===== config.mk =====
export PLATFORM = sky130hd
export DESIGN_NAME = grid_arbiter
export DESIGN_NICKNAME = d
export VERILOG_FILES = /design/src/rtl/grid_arbiter.sv
export SDC_FILE = /design/constraint.sdc
export NUM_CORES = 1
export LEC_CHECK = 0
export ABC_CLOCK_PERIOD_IN_PS = 1800
export BUFFER_PORTS_ARGS = -buffer_cell sky130_fd_sc_hd__buf_2
export CAP_MARGIN = 15
export CORE_MARGIN = 10
export CORE_UTILIZATION = 41
export DETAILED_ROUTE_END_ITERATION = 8
export PLACE_DENSITY = 0.83
export SLEW_MARGIN = 5
export SYNTH_ARGS = -nofsm -noshare
export SYNTH_HDL_FRONTEND = slang
export SYNTH_SLANG_ARGS = --single-unit
export TNS_END_PERCENT = 20

===== constraint.sdc =====
create_clock -name clk -period 1.8 [get_ports clk]
set_input_delay 0.18 -clock clk [delete_from_list [all_inputs] [get_ports clk]]
set_output_delay 0.18 -clock clk [all_outputs]
set_load 0.03 [all_outputs]

===== src/rtl/grid_arbiter.sv =====
`default_nettype none
// ============================================================================
//  Module      : grid_arbiter
//  Description : Two-requester arbiter in front of grid memory port A.
//                Requester 0 is the piece logic, requester 1 is the
//                line-clear engine. Requests are sampled on one edge, the
//                winner drives the registered memory port the next cycle,
//                and read data comes back one cycle later as a pass-through
//                of mem_q. Round-robin between the two requesters, with
//                optional bus locking.
//  Options     : GRID_ARB_LOCK_EN -- when defined, lock0/lock1 let a
//                requester keep the port (OWN0/OWN1) for up to LOCK_MAX
//                cycles; lock_err pulses on a forced release. When not
//                defined the lock inputs are ignored and the arbiter is
//                pure round-robin.
//  Revision    : 1.0 - initial release
// ============================================================================
module grid_arbiter #(
    parameter int ADDR_W   = 8,
    parameter int DATA_W   = 8,
    parameter int LOCK_MAX = 16
) (
    input  logic              clk,
    input  logic              reset,
    input  logic              req0,
    input  logic              req1,
    input  logic              we0,
    input  logic              we1,
    input  logic [ADDR_W-1:0] addr0,
    input  logic [ADDR_W-1:0] addr1,
    input  logic [DATA_W-1:0] wdata0,
    input  logic [DATA_W-1:0] wdata1,
    input  logic              lock0,
    input  logic              lock1,
    output logic              gnt0,
    output logic              gnt1,
    output logic              rvalid0,
    output logic              rvalid1,
    output logic [DATA_W-1:0] rdata,
    output logic [ADDR_W-1:0] mem_addr,
    output logic [DATA_W-1:0] mem_wdata,
    output logic              mem_we,
    input  logic [DATA_W-1:0] mem_q,
    output logic              lock_err
);

    typedef enum logic [1:0] {
        ARB  = 2'd0,
        OWN0 = 2'd1,
        OWN1 = 2'd2
    } state_t;

    state_t              state_q;
    state_t              state_d;
    logic                prio_q;      // 1: requester 1 wins a tie
    logic                prio_d;
    logic                armed_q;     // blocks grants on the first edge after reset
    logic                w_win0;
    logic                w_win1;

    logic                gnt0_q;
    logic                gnt1_q;
    logic                rvalid0_q;
    logic                rvalid1_q;
    logic                rvalid0_d;
    logic                rvalid1_d;
    logic [ADDR_W-1:0]   mem_addr_q;
    logic [ADDR_W-1:0]   mem_addr_d;
    logic [DATA_W-1:0]   mem_wdata_q;
    logic [DATA_W-1:0]   mem_wdata_d;
    logic                mem_we_q;
    logic                mem_we_d;

`ifdef GRID_ARB_LOCK_EN
    localparam int                  c_cnt_w    = $clog2(LOCK_MAX + 1);
    localparam logic [c_cnt_w-1:0]  c_cnt_last = c_cnt_w'(LOCK_MAX - 1);

    logic [c_cnt_w-1:0]  cnt_q;
    logic [c_cnt_w-1:0]  cnt_d;
    logic                lock_err_q;
    logic                lock_err_d;
`else
    localparam int       c_unused_lock_max = LOCK_MAX;
    logic                w_unused_lock;
    assign w_unused_lock = lock0 ^ lock1;
`endif

    // Winner selection, round-robin pointer and ownership next-state
    always_comb begin
        state_d = state_q;
        prio_d  = prio_q;
        w_win0  = 1'b0;
        w_win1  = 1'b0;
`ifdef GRID_ARB_LOCK_EN
        cnt_d      = cnt_q;
        lock_err_d = 1'b0;
`endif
        if (armed_q) begin
            unique case (state_q)
                OWN0:    w_win0 = req0;
                OWN1:    w_win1 = req1;
                default: begin
                    w_win0 = req0 & (~req1 | ~prio_q);
                    w_win1 = req1 & ~w_win0;
                end
            endcase
        end

        // The pointer always favours the requester that was not just served.
        if (w_win0) begin
            prio_d = 1'b1;
        end else if (w_win1) begin
            prio_d = 1'b0;
        end

`ifdef GRID_ARB_LOCK_EN
        unique case (state_q)
            OWN0, OWN1: begin
                if ((state_q == OWN0) ? (w_win0 & ~lock0) : (w_win1 & ~lock1)) begin
                    // Owner released the port with its last access.
                    state_d = ARB;
                    cnt_d   = '0;
                end else if (cnt_q == c_cnt_last) begin
                    // Owner held too long: take the port back, favour the other side.
                    state_d    = ARB;
                    cnt_d      = '0;
                    lock_err_d = 1'b1;
                    prio_d     = (state_q == OWN0);
                end else begin
                    cnt_d = cnt_q + 1'b1;
                end
            end
            default: begin
                cnt_d = '0;
                if (w_win0 & lock0) begin
                    state_d = OWN0;
                end else if (w_win1 & lock1) begin
                    state_d = OWN1;
                end
            end
        endcase
`endif
    end

    // Memory port drive: winner's request is registered, otherwise idle
    always_comb begin
        mem_addr_d  = mem_addr_q;
        mem_wdata_d = mem_wdata_q;
        mem_we_d    = 1'b0;
        if (w_win0) begin
            mem_addr_d  = addr0;
            mem_wdata_d = wdata0;
            mem_we_d    = we0;
        end else if (w_win1) begin
            mem_addr_d  = addr1;
            mem_wdata_d = wdata1;
            mem_we_d    = we1;
        end
        // A read issued this cycle returns its data on the next one.
        rvalid0_d = gnt0_q & ~mem_we_q;
        rvalid1_d = gnt1_q & ~mem_we_q;
    end

    // Control state registers
    always_ff @(posedge clk or negedge reset) begin
        if (!reset) begin
            state_q <= ARB;
            prio_q  <= 1'b0;
            armed_q <= 1'b0;
        end else begin
            state_q <= state_d;
            prio_q  <= prio_d;
            armed_q <= 1'b1;
        end
    end

`ifdef GRID_ARB_LOCK_EN
    // Ownership cycle counter and forced-release flag
    always_ff @(posedge clk or negedge reset) begin
        if (!reset) begin
            cnt_q      <= '0;
            lock_err_q <= 1'b0;
        end else begin
            cnt_q      <= cnt_d;
            lock_err_q <= lock_err_d;
        end
    end

    assign lock_err = lock_err_q;
`else
    assign lock_err = 1'b0;
`endif

    // Grant, read-valid and memory port registers
    always_ff @(posedge clk or negedge reset) begin
        if (!reset) begin
            gnt0_q      <= 1'b0;
            gnt1_q      <= 1'b0;
            rvalid0_q   <= 1'b0;
            rvalid1_q   <= 1'b0;
            mem_addr_q  <= '0;
            mem_wdata_q <= '0;
            mem_we_q    <= 1'b0;
        end else begin
            gnt0_q      <= w_win0;
            gnt1_q      <= w_win1;
            rvalid0_q   <= rvalid0_d;
            rvalid1_q   <= rvalid1_d;
            mem_addr_q  <= mem_addr_d;
            mem_wdata_q <= mem_wdata_d;
            mem_we_q    <= mem_we_d;
        end
    end

    assign gnt0      = gnt0_q;
    assign gnt1      = gnt1_q;
    assign rvalid0   = rvalid0_q;
    assign rvalid1   = rvalid1_q;
    assign mem_addr  = mem_addr_q;
    assign mem_wdata = mem_wdata_q;
    assign mem_we    = mem_we_q;
    assign rdata     = mem_q;

endmodule
`default_nettype wire


Word level (Yosys, flattened, before mapping)
Index checks and enable logic that the tools add are counted.
W data, S select, Z words.

cells by class
  $add $sub $neg = 0
  multiply operators = 0
  div/mod/pow operators = 0
  $lt $le $gt $ge = 0
  equality and inequality tests = 0
  shift-type cells = 0
  muxes and demuxes = 10
  bitwise gates (word level) = 9
  reductions and logical operators = 1

operators with widths
  kind                number
  $mux W8             4
  $mux W1             6
  $and A1 B1 Y1       4
  $not A1 Y1          4
  $reduce_bool A2 Y1  1
  $or A1 B1 Y1        1

word-level totals
  register bits after elaboration = 23
  latch bits = 0
  memory bits (writable) = 0
  bits in read-only memories = 0
  input bits = 48
  output and inout port bits = 30
  memories = 0

Logic depth before layout (Yosys ltp)
Gate-level depths: netlist of the first run.

  word-level depth = 8
  gate-level depth with buffers = 4
  mapped depth without buffers = 3

Worst setup path before layout of the first run
OpenSTA, ideal clock, no wires.

  path kind = flip-flop to flip-flop
  from = register armed_q
  to = register mem_addr_q[0] (netlist: mem_addr[0])
  setup time = 0.125 ns
  arrival = 1.238 ns
  required time = 1.675 ns
  path slack = 0.437 ns
  cell stages (with the launch flop) = 5
  clock period less this slack = 1.363 ns
  path through = dfrtp_1 > nand2_4 > buf_6 > mux2_4 > mux2_4

between the ends
  cells in the longest elaborated chain, start to end = 2
  elaborated cells on any way between the ends = 4
  classes of those cells = mux (3); reduce/logical (1)

RTL lines
  item                                           RTL line  text
  start: declaration                             57        logic armed_q;
  start signal: assignment                       169       armed_q <= 1'b0;
  start signal: assignment                       173       armed_q <= 1'b1;
  $mux W1                                        98        if (armed_q) begin
  $mux W8 or $reduce_bool A2 Y1 (tied branches)  n/a
  end signal: assignment                         209       mem_addr_q <= mem_addr_d;
  end: declaration                               67        logic [ADDR_W-1:0] mem_addr_q;

Parallel ways exist; a longest one is shown, timed or not.
A chain may end at the register's enable or synchronous reset.

Worst setup path in the final report of the first run
  from = register prio_q
  to = register mem_addr_q[0] (netlist: mem_addr[0])

between the ends
  cells in the longest elaborated chain, start to end = 7
  elaborated cells on any way between the ends = 9
  classes of those cells = mux (3); bitwise (5); reduce/logical (1)

RTL lines
  item                                 RTL line  text
  start: declaration                   55        logic prio_q;
  start signal: assignment             172       prio_q <= prio_d;
  $not A1 Y1 (*)                       103       w_win0 = req0 & (~req1 | ~prio_q);
  $or A1 B1 Y1 (*)                     103
  $and A1 B1 Y1 (*)                    103
  $not A1 Y1                           104       w_win1 = req1 & ~w_win0;
  $and A1 B1 Y1                        104
  $mux W1                              98
  $reduce_bool A2 Y1 (no source line)  n/a

Mark *: on every way between the ends. The rest lies on a longest branch, timed or not.

==> impl_metrics.json, run 1 <==
{
  "crit_fanout": 18,
  "hp-start": "wdata0[6]",
  "cp-start-kind": "flop",
  "die_w_um": 73.33,
  "max_slew_margin_pct": 66.01,
  "setup.worst_path.class": "reg2reg",
  "synth_cell_types": 14,
  "reg2regPathDepth": 3,
  "vias": 788,
  "syn_area_per_cell_um2": 14.58,
  "fin_setup_tns_ns": 0,
  "htree_num_levels": 1,
  "critPathMaxStageDelay_ns": 0.41,
  "worst-slew-pin-transition_ns": 0.5099,
  "vias_per_cell": 4.834,
  "fmax_mhz": 677.5,
  "grt_usage_pct": 10.37,
  "vdd_drop_max_mv": 0.5191,
  "hold_depth": 2,
  "fin_crit_ns": 1.476,
  "drt_first_pass_iters": 2,
  "hp-class": "in2reg",
  "clock_sinks": 23,
  "stdcell_area_um2": 1445,
  "crit_chain": "a21boi_1 > nand2_2 > mux2_4",
  "io_buffers": 58,
  "hpwl_mm": 2.210,
  "slew_violations": 0,
  "crit_arrival_ns": 1.68,
  "regArea_um2": 575.6,
  "end_kind": "flop",
  "drt.antenna.violating_nets": 0,
  "syn2layout_area_growth_pct": 23.93,
  "r2r_end": "mem_addr[0]$_DFFE_PN0P_",
  "r2r_slack_ns": 0.32,
  "die_h_um": 73.33,
  "multi_input_area_um2": 500.5,
  "power_per_cell_area_nw_per_um2": 933.6,
  "clkTransAtPathRegs_ns": 0.12,
  "synth-main-ff-cell": "dfrtp_1",
  "die_area_um2": 5377,
  "diodes": 0,
  "start_util_pct": 42.65,
  "rows": 19,
  "clk_root_buffer_cell": "clkbuf_4",
  "synth_top_area_share_pct": 49.36,
  "core_um2": 2734,
  "antenna_found_initial": 0,
  "seq_area_frac_synth_pct": 49.36,
  "synth.most_common_cell": "dfrtp_1",
  "cts-hold-fix-buffers": 1,
  "place_congestion": 0.6430,
  "ys_ff_latch": 23,
  "initialDrtViolationCount": 21,
  "cts_tree": "done",
  "synth_common_cells": "23 x dfrtp_1, 16 x mux2_2, 16 x mux2_4, 10 x buf_4, 4 x nor2b_1",
  "yosysTopAreaCell": "dfrtp_1",
  "synth_area_um2": 1166,
  "setup_slack_ns": 0.3241,
  "gr-total-overflow": 0,
  "post-route-period-util_pct": 81.99,
  "netlist_instances": 80,
  "grt_max_degree": 24,
  "clk_path_buf_depth": 2,
  "reg2reg_from": "prio_q$_DFFE_PN0P_",
  "insertion_delay_ns": 0.30,
  "n_fill_cell": 246,
  "async_reset_ff_share_pct": 100.0,
  "rsz0062_at_grt": "false",
  "grt_pass1_vias": 986,
  "status": "completed",
  "critPathRequiredTime_ns": 2.00,
  "hold_violations": 0,
  "io_pins": 78,
  "setup_viol_count_final": 0,
  "holdPathEnd": "mem_wdata[6]$_DFFE_PN0P_",
  "yosysWarnings": 0,
  "cts_resized": 0,
  "grt_pass1_wl_mm": 4.485,
  "yosys-top-cells-area": "dfrtp_1 49%, mux2_4 21%, mux2_2 15%",
  "fin_cells": 163,
  "p_leak_nw": 0.7885,
  "postCtsSetupBuffers": 0,
  "routedWlPerCell_um": 16.64,
  "pre_cts_slack_ns": 0.3112,
  "nets": 181,
  "drive_above_1_share_pct": 71.97,
  "dp.cells": 158,
  "wirelength_mm": 2.712,
  "synth_edf_count": 0,
  "cap_violations": 0,
  "cts_buffers": 3,
  "slowest_stage": "dfrtp_1",
  "drcViolationCount": 0,
  "syn-num-nets": 128,
  "placed_area_um2": 1409,
  "finClkSkew_ns": 0.002133
}
-- critical path: cells and delay by family (launching register included) --
kind            cells  cell delay, ns
flops               1            0.41
mux                 1            0.40
simple gates        1            0.34
compound gates      1            0.23
-- cell usage in the layout, fill, tap and decap left out --
cell type      count
nand2_1            2
a21boi_1           1
a32oi_1            1
dlygate4sd3_1      1
nor2b_1            4
nand2_2            1
conb_1             2
inv_1              1
clkbuf_1           1
nand2b_1           1
clkbuf_4           3
mux2_4            16
buf_2             58
mux2_2            16
dfrtp_1           23
nand2_4            1
-- registers in the layout, summed over array words and instances, names as in the netlist --
register and flops:
mem_we 1, mem_addr 8, mem_wdata 8, armed_q 1
gnt1 1, prio_q 1, gnt0 1, rvalid1 1
rvalid0 1
-- metal layers --
layer  vias up  GRT usage, %  routed length (um)
li1        368             -                   -
met1       365         9.649                 898
met2        53         17.19                1297
met3         2         7.941                 499
met4         0         3.313                  17
met5         -             0                   0
-- through the flow --
step	utilization (%)	hold slack, ns	power [mW]
after floorplan	-	-0.1156	1.015
after global placement	51.53	0.1738	1.117
after detailed placement	51.53	0.1889	1.134
after CTS	52.86	0.08353	1.374
after global routing	52.86	0.07774	1.438
final	52.86	0.09727	1.349
-- cell type report --
class,instances,share of cell area [%]
timing repair buffer,59,20.78
clock buffer,4,1.818
inverter,1,0.2597
multi-input combinational,45,34.63
sequential,23,39.83
tap,31,2.684
-- how the worst max path moves through the flow --
stage               slack, ns                      end  cells past startpoint                from
floorplan                0.44  mem_addr[0]$_DFFE_PN0P_                      4   armed_q$_DFF_PN0_
global placement         0.36  mem_addr[2]$_DFFE_PN0P_                      3  prio_q$_DFFE_PN0P_
detailed placement       0.31  mem_addr[3]$_DFFE_PN0P_                      3  prio_q$_DFFE_PN0P_
CTS                      0.30  mem_addr[3]$_DFFE_PN0P_                      3  prio_q$_DFFE_PN0P_
global route             0.20  mem_addr[4]$_DFFE_PN0P_                      3  prio_q$_DFFE_PN0P_
finish                   0.32  mem_addr[0]$_DFFE_PN0P_                      3  prio_q$_DFFE_PN0P_
-- kinds of logic after synthesis --
family | synth area share (%)
muxes | 36.05
DFF | 49.36
buffers and inverters | 7.725
and+or+nand+nor | 4.829
AOI/OAI and AO/OA | 1.395
other | 0.6440
-- report_power, final --
part	internal, mW	switching (mW)	total, mW
Clock	0.0862	0.147	0.233
Sequential	0.592	0.0370	0.629
Combinational	0.226	0.262	0.487
No activity file was read; power rests on OpenSTA's default activity.
==> run 2: changes to the inputs <==
--- a/config.mk
+++ b/config.mk
@@ -5,13 +5,14 @@
 export SDC_FILE = /design/constraint.sdc
 export NUM_CORES = 1
 export LEC_CHECK = 0
-export ABC_CLOCK_PERIOD_IN_PS = 1800
+export ABC_AREA = 1
+export ABC_CLOCK_PERIOD_IN_PS = 1500
 export BUFFER_PORTS_ARGS = -buffer_cell sky130_fd_sc_hd__buf_2
 export CAP_MARGIN = 15
 export CORE_MARGIN = 10
-export CORE_UTILIZATION = 41
+export CORE_UTILIZATION = 45
 export DETAILED_ROUTE_END_ITERATION = 8
-export PLACE_DENSITY = 0.83
+export PLACE_DENSITY = 0.84
 export SLEW_MARGIN = 5
 export SYNTH_ARGS = -nofsm -noshare
 export SYNTH_HDL_FRONTEND = slang
==> constraint.sdc (replaced) <==
create_clock -name clk -period 1.5 [get_ports clk]
set_input_delay 0.15 -clock clk [delete_from_list [all_inputs] [get_ports clk]]
set_output_delay 0.15 -clock clk [all_outputs]
set_load 0.03 [all_outputs]
==> impl_metrics.json, run 2 <==
{
  "cap_violations": 0,
  "fin_util_pct": 55.81,
  "die_area_um2": 5916,
  "hpwl_mm": 2.709,
  "vias_per_cell": 4.552,
  "crit_arrival_ns": 1.57,
  "routedWlPerCell_um": 11.89,
  "pre_cts_slack_ns": 0.1449,
  "yosysWarnings": 0,
  "max_slew_margin_pct": 64.88,
  "start_util_pct": 47.36,
  "top_layer_used": "met4",
  "synth.area.mux_share_pct": 0,
  "grt_pass1_wl_mm": 5.782,
  "crit_fanout": 34,
  "reg2regPathDepth": 6,
  "insertion_delay_ns": 0.32,
  "vias": 1352,
  "synth_top_area_share_pct": 39.48,
  "yosysTopAreaCell": "dfrtp_1",
  "synth_xor_area_share_pct": 0,
  "final_cell_mix": "58 x buf_2, 54 x nand2_1, 52 x inv_1, 33 x nand3_1, 23 x dfrtp_1",
  "route.met3.wl_um": 371,
  "die_w_um": 76.92,
  "p_total_mw": 1.628,
  "n_fill_cell": 329,
  "grt_pass1_vias": 1283,
  "cts_buffers": 3,
  "hold_violations": 0,
  "nets": 302,
  "stdcell_area_um2": 1718,
  "io_buffers": 58,
  "core_um2": 3078,
  "hp-class": "in2reg",
  "gr-total-overflow": 0,
  "finClkSkew_ns": 0.01545,
  "vdd_drop_max_mv": 0.4229,
  "rsz0062_at_grt": "false",
  "fin_setup_tns_ns": 0,
  "syn2layout_area_growth_pct": 17.85,
  "grt_max_degree": 35,
  "diodes": 0,
  "initialDrtViolationCount": 80,
  "synth-simple-area-share_pct": 35.62,
  "setup.worst_path.class": "reg2reg",
  "synth_edf_count": 0,
  "wl_met1_mm": 1.441,
  "p_leak_nw": 1.133,
  "drcViolationCount": 0,
  "fin_crit_ns": 1.352,
  "postCtsSetupBuffers": 0,
  "die_h_um": 76.92,
  "seq_area_frac_synth_pct": 39.48,
  "synth_cell_types": 13,
  "clk_path_buf_depth": 2,
  "cp-start-kind": "flop",
  "grt_usage_pct": 11.57,
  "placed_area_um2": 1680,
  "hold_depth": 3,
  "yosys-top-cells-area": "dfrtp_1 39%, nand2_1 14%, inv_1 13%",
  "synth-compound-area-share_pct": 0,
  "worst-slew-pin-transition_ns": 0.5268,
  "wirelength_mm": 3.530,
  "clk_root_buffer_cell": "clkbuf_4",
  "place_congestion": 0.7885,
  "io_pins": 78,
  "syn_area_per_cell_um2": 7.042,
  "setup_viol_count_final": 0,
  "drt_first_pass_iters": 4,
  "synth-main-ff-cell": "dfrtp_1",
  "synth_top_family_by_area": "simple AND/OR/NAND/NOR gates",
  "mostFrequentLayoutCell": "buf_2",
  "synth.most_common_cell": "nand2_1",
  "async_reset_ff_share_pct": 100.0,
  "fin_hold_ws_ns": 0.01502,
  "synth_common_cells": "54 x nand2_1, 52 x inv_1, 33 x nand3_1, 23 x dfrtp_1, 16 x nand4_1",
  "drt.antenna.violating_nets": 0,
  "dr_wl_met2_mm": 1.682,
  "netlist_instances": 207,
  "post-route-period-util_pct": 90.10,
  "cts_tree": "done",
  "critPathRequiredTime_ns": 1.72,
  "setup_slack_ns": 0.1484,
  "end_kind": "flop",
  "synth_area_um2": 1458,
  "antenna_found_initial": 0,
  "power_per_cell_area_nw_per_um2": 947.7,
  "ys_ff_latch": 23,
  "fin_cells": 297,
  "drive_above_1_share_pct": 27.67,
  "clock_sinks": 23,
  "htree_num_levels": 1,
  "slew_violations": 0,
  "synth_fa_ha_area_share_pct": 0,
  "fmax_mhz": 739.9,
  "syn-num-nets": 255,
  "rows": 20,
  "clkTransAtPathRegs_ns": 0.14,
  "status": "completed",
  "dp.cells": 292
}
[run 2: changes by cell type in the layout (fill, tap and decap cells not counted), moves of 2 or more]
cell and change:
nor2b_1 -4, nor2_1 +2, mux2_2 -16, nand4_1 +16, mux2_4 -16, buf_4 +5, nand2_1 +52, inv_1 +51
nand3_1 +33
[run 2: routing by layer]
metal | vias to the layer above | track usage, %
li1 | 707 | -
met1 | 589 | 12.96
met2 | 51 | 19.31
met3 | 5 | 5.128
met4 | 0 | 3.346
met5 | - | 0
[run 2: kinds of logic (layout without fill, tap and decap cells)]
logic type / Yosys count / in the layout
buffers and inverters: 74 / 120
and+or+nand+nor: 108 / 108
DFF: 23 / 23
other: 2 / 2
[run 2: what timing repair did]
item | CTS | global route
endpoints found under the hold margin | 23 | 0
endpoints found under the setup margin | 0 | 0
resized for setup | 0 | 0
hold buffers | 1 | 0
[run 2: path summary, 6_finish.rpt]
kind                                    start                      end  slack, ns
setup reg to reg           prio_q$_DFFE_PN0P_  mem_addr[2]$_DFFE_PN0P_       0.15
max in group asynchronous               reset  mem_addr[4]$_DFFE_PN0P_       0.80
setup / recovery           prio_q$_DFFE_PN0P_  mem_addr[2]$_DFFE_PN0P_       0.15
hold / removal                            we1         mem_we$_DFF_PN0_       0.02
hold reg to reg              mem_we$_DFF_PN0_        rvalid1$_DFF_PN0_       0.45
min in group asynchronous               reset  mem_addr[5]$_DFFE_PN0P_       0.33
[run 2: area by class of cell]
| class | count | area (um2) | area share, % |
|---|---|---|---|
| clock buffer | 3 | 22.52 | 1.311 |
| clock inverter | 1 | 5.005 | 0.2913 |
| inverter | 52 | 195.2 | 11.36 |
| multi-input combinational | 110 | 526.8 | 30.66 |
| sequential | 23 | 575.6 | 33.50 |
| tap | 44 | 55.05 | 3.205 |
| timing repair buffer | 64 | 337.8 | 19.66 |
[run 2: worst max-delay path, cell delays in order (launching register included)]
cell	delay [ns]
dfrtp_1	0.46
nand2_8	0.16
nand3_4	0.32
nand2_1	0.15
nand2_1	0.07
nand2_1	0.06
inv_1	0.04
[run 2: power by group]
| part | switching [mW] | internal [mW] |
|---|---|---|
| Sequential | 0.0454 | 0.705 |
| Combinational | 0.398 | 0.190 |
| Clock | 0.191 | 0.0997 |
| Total | 0.634 | 0.994 |
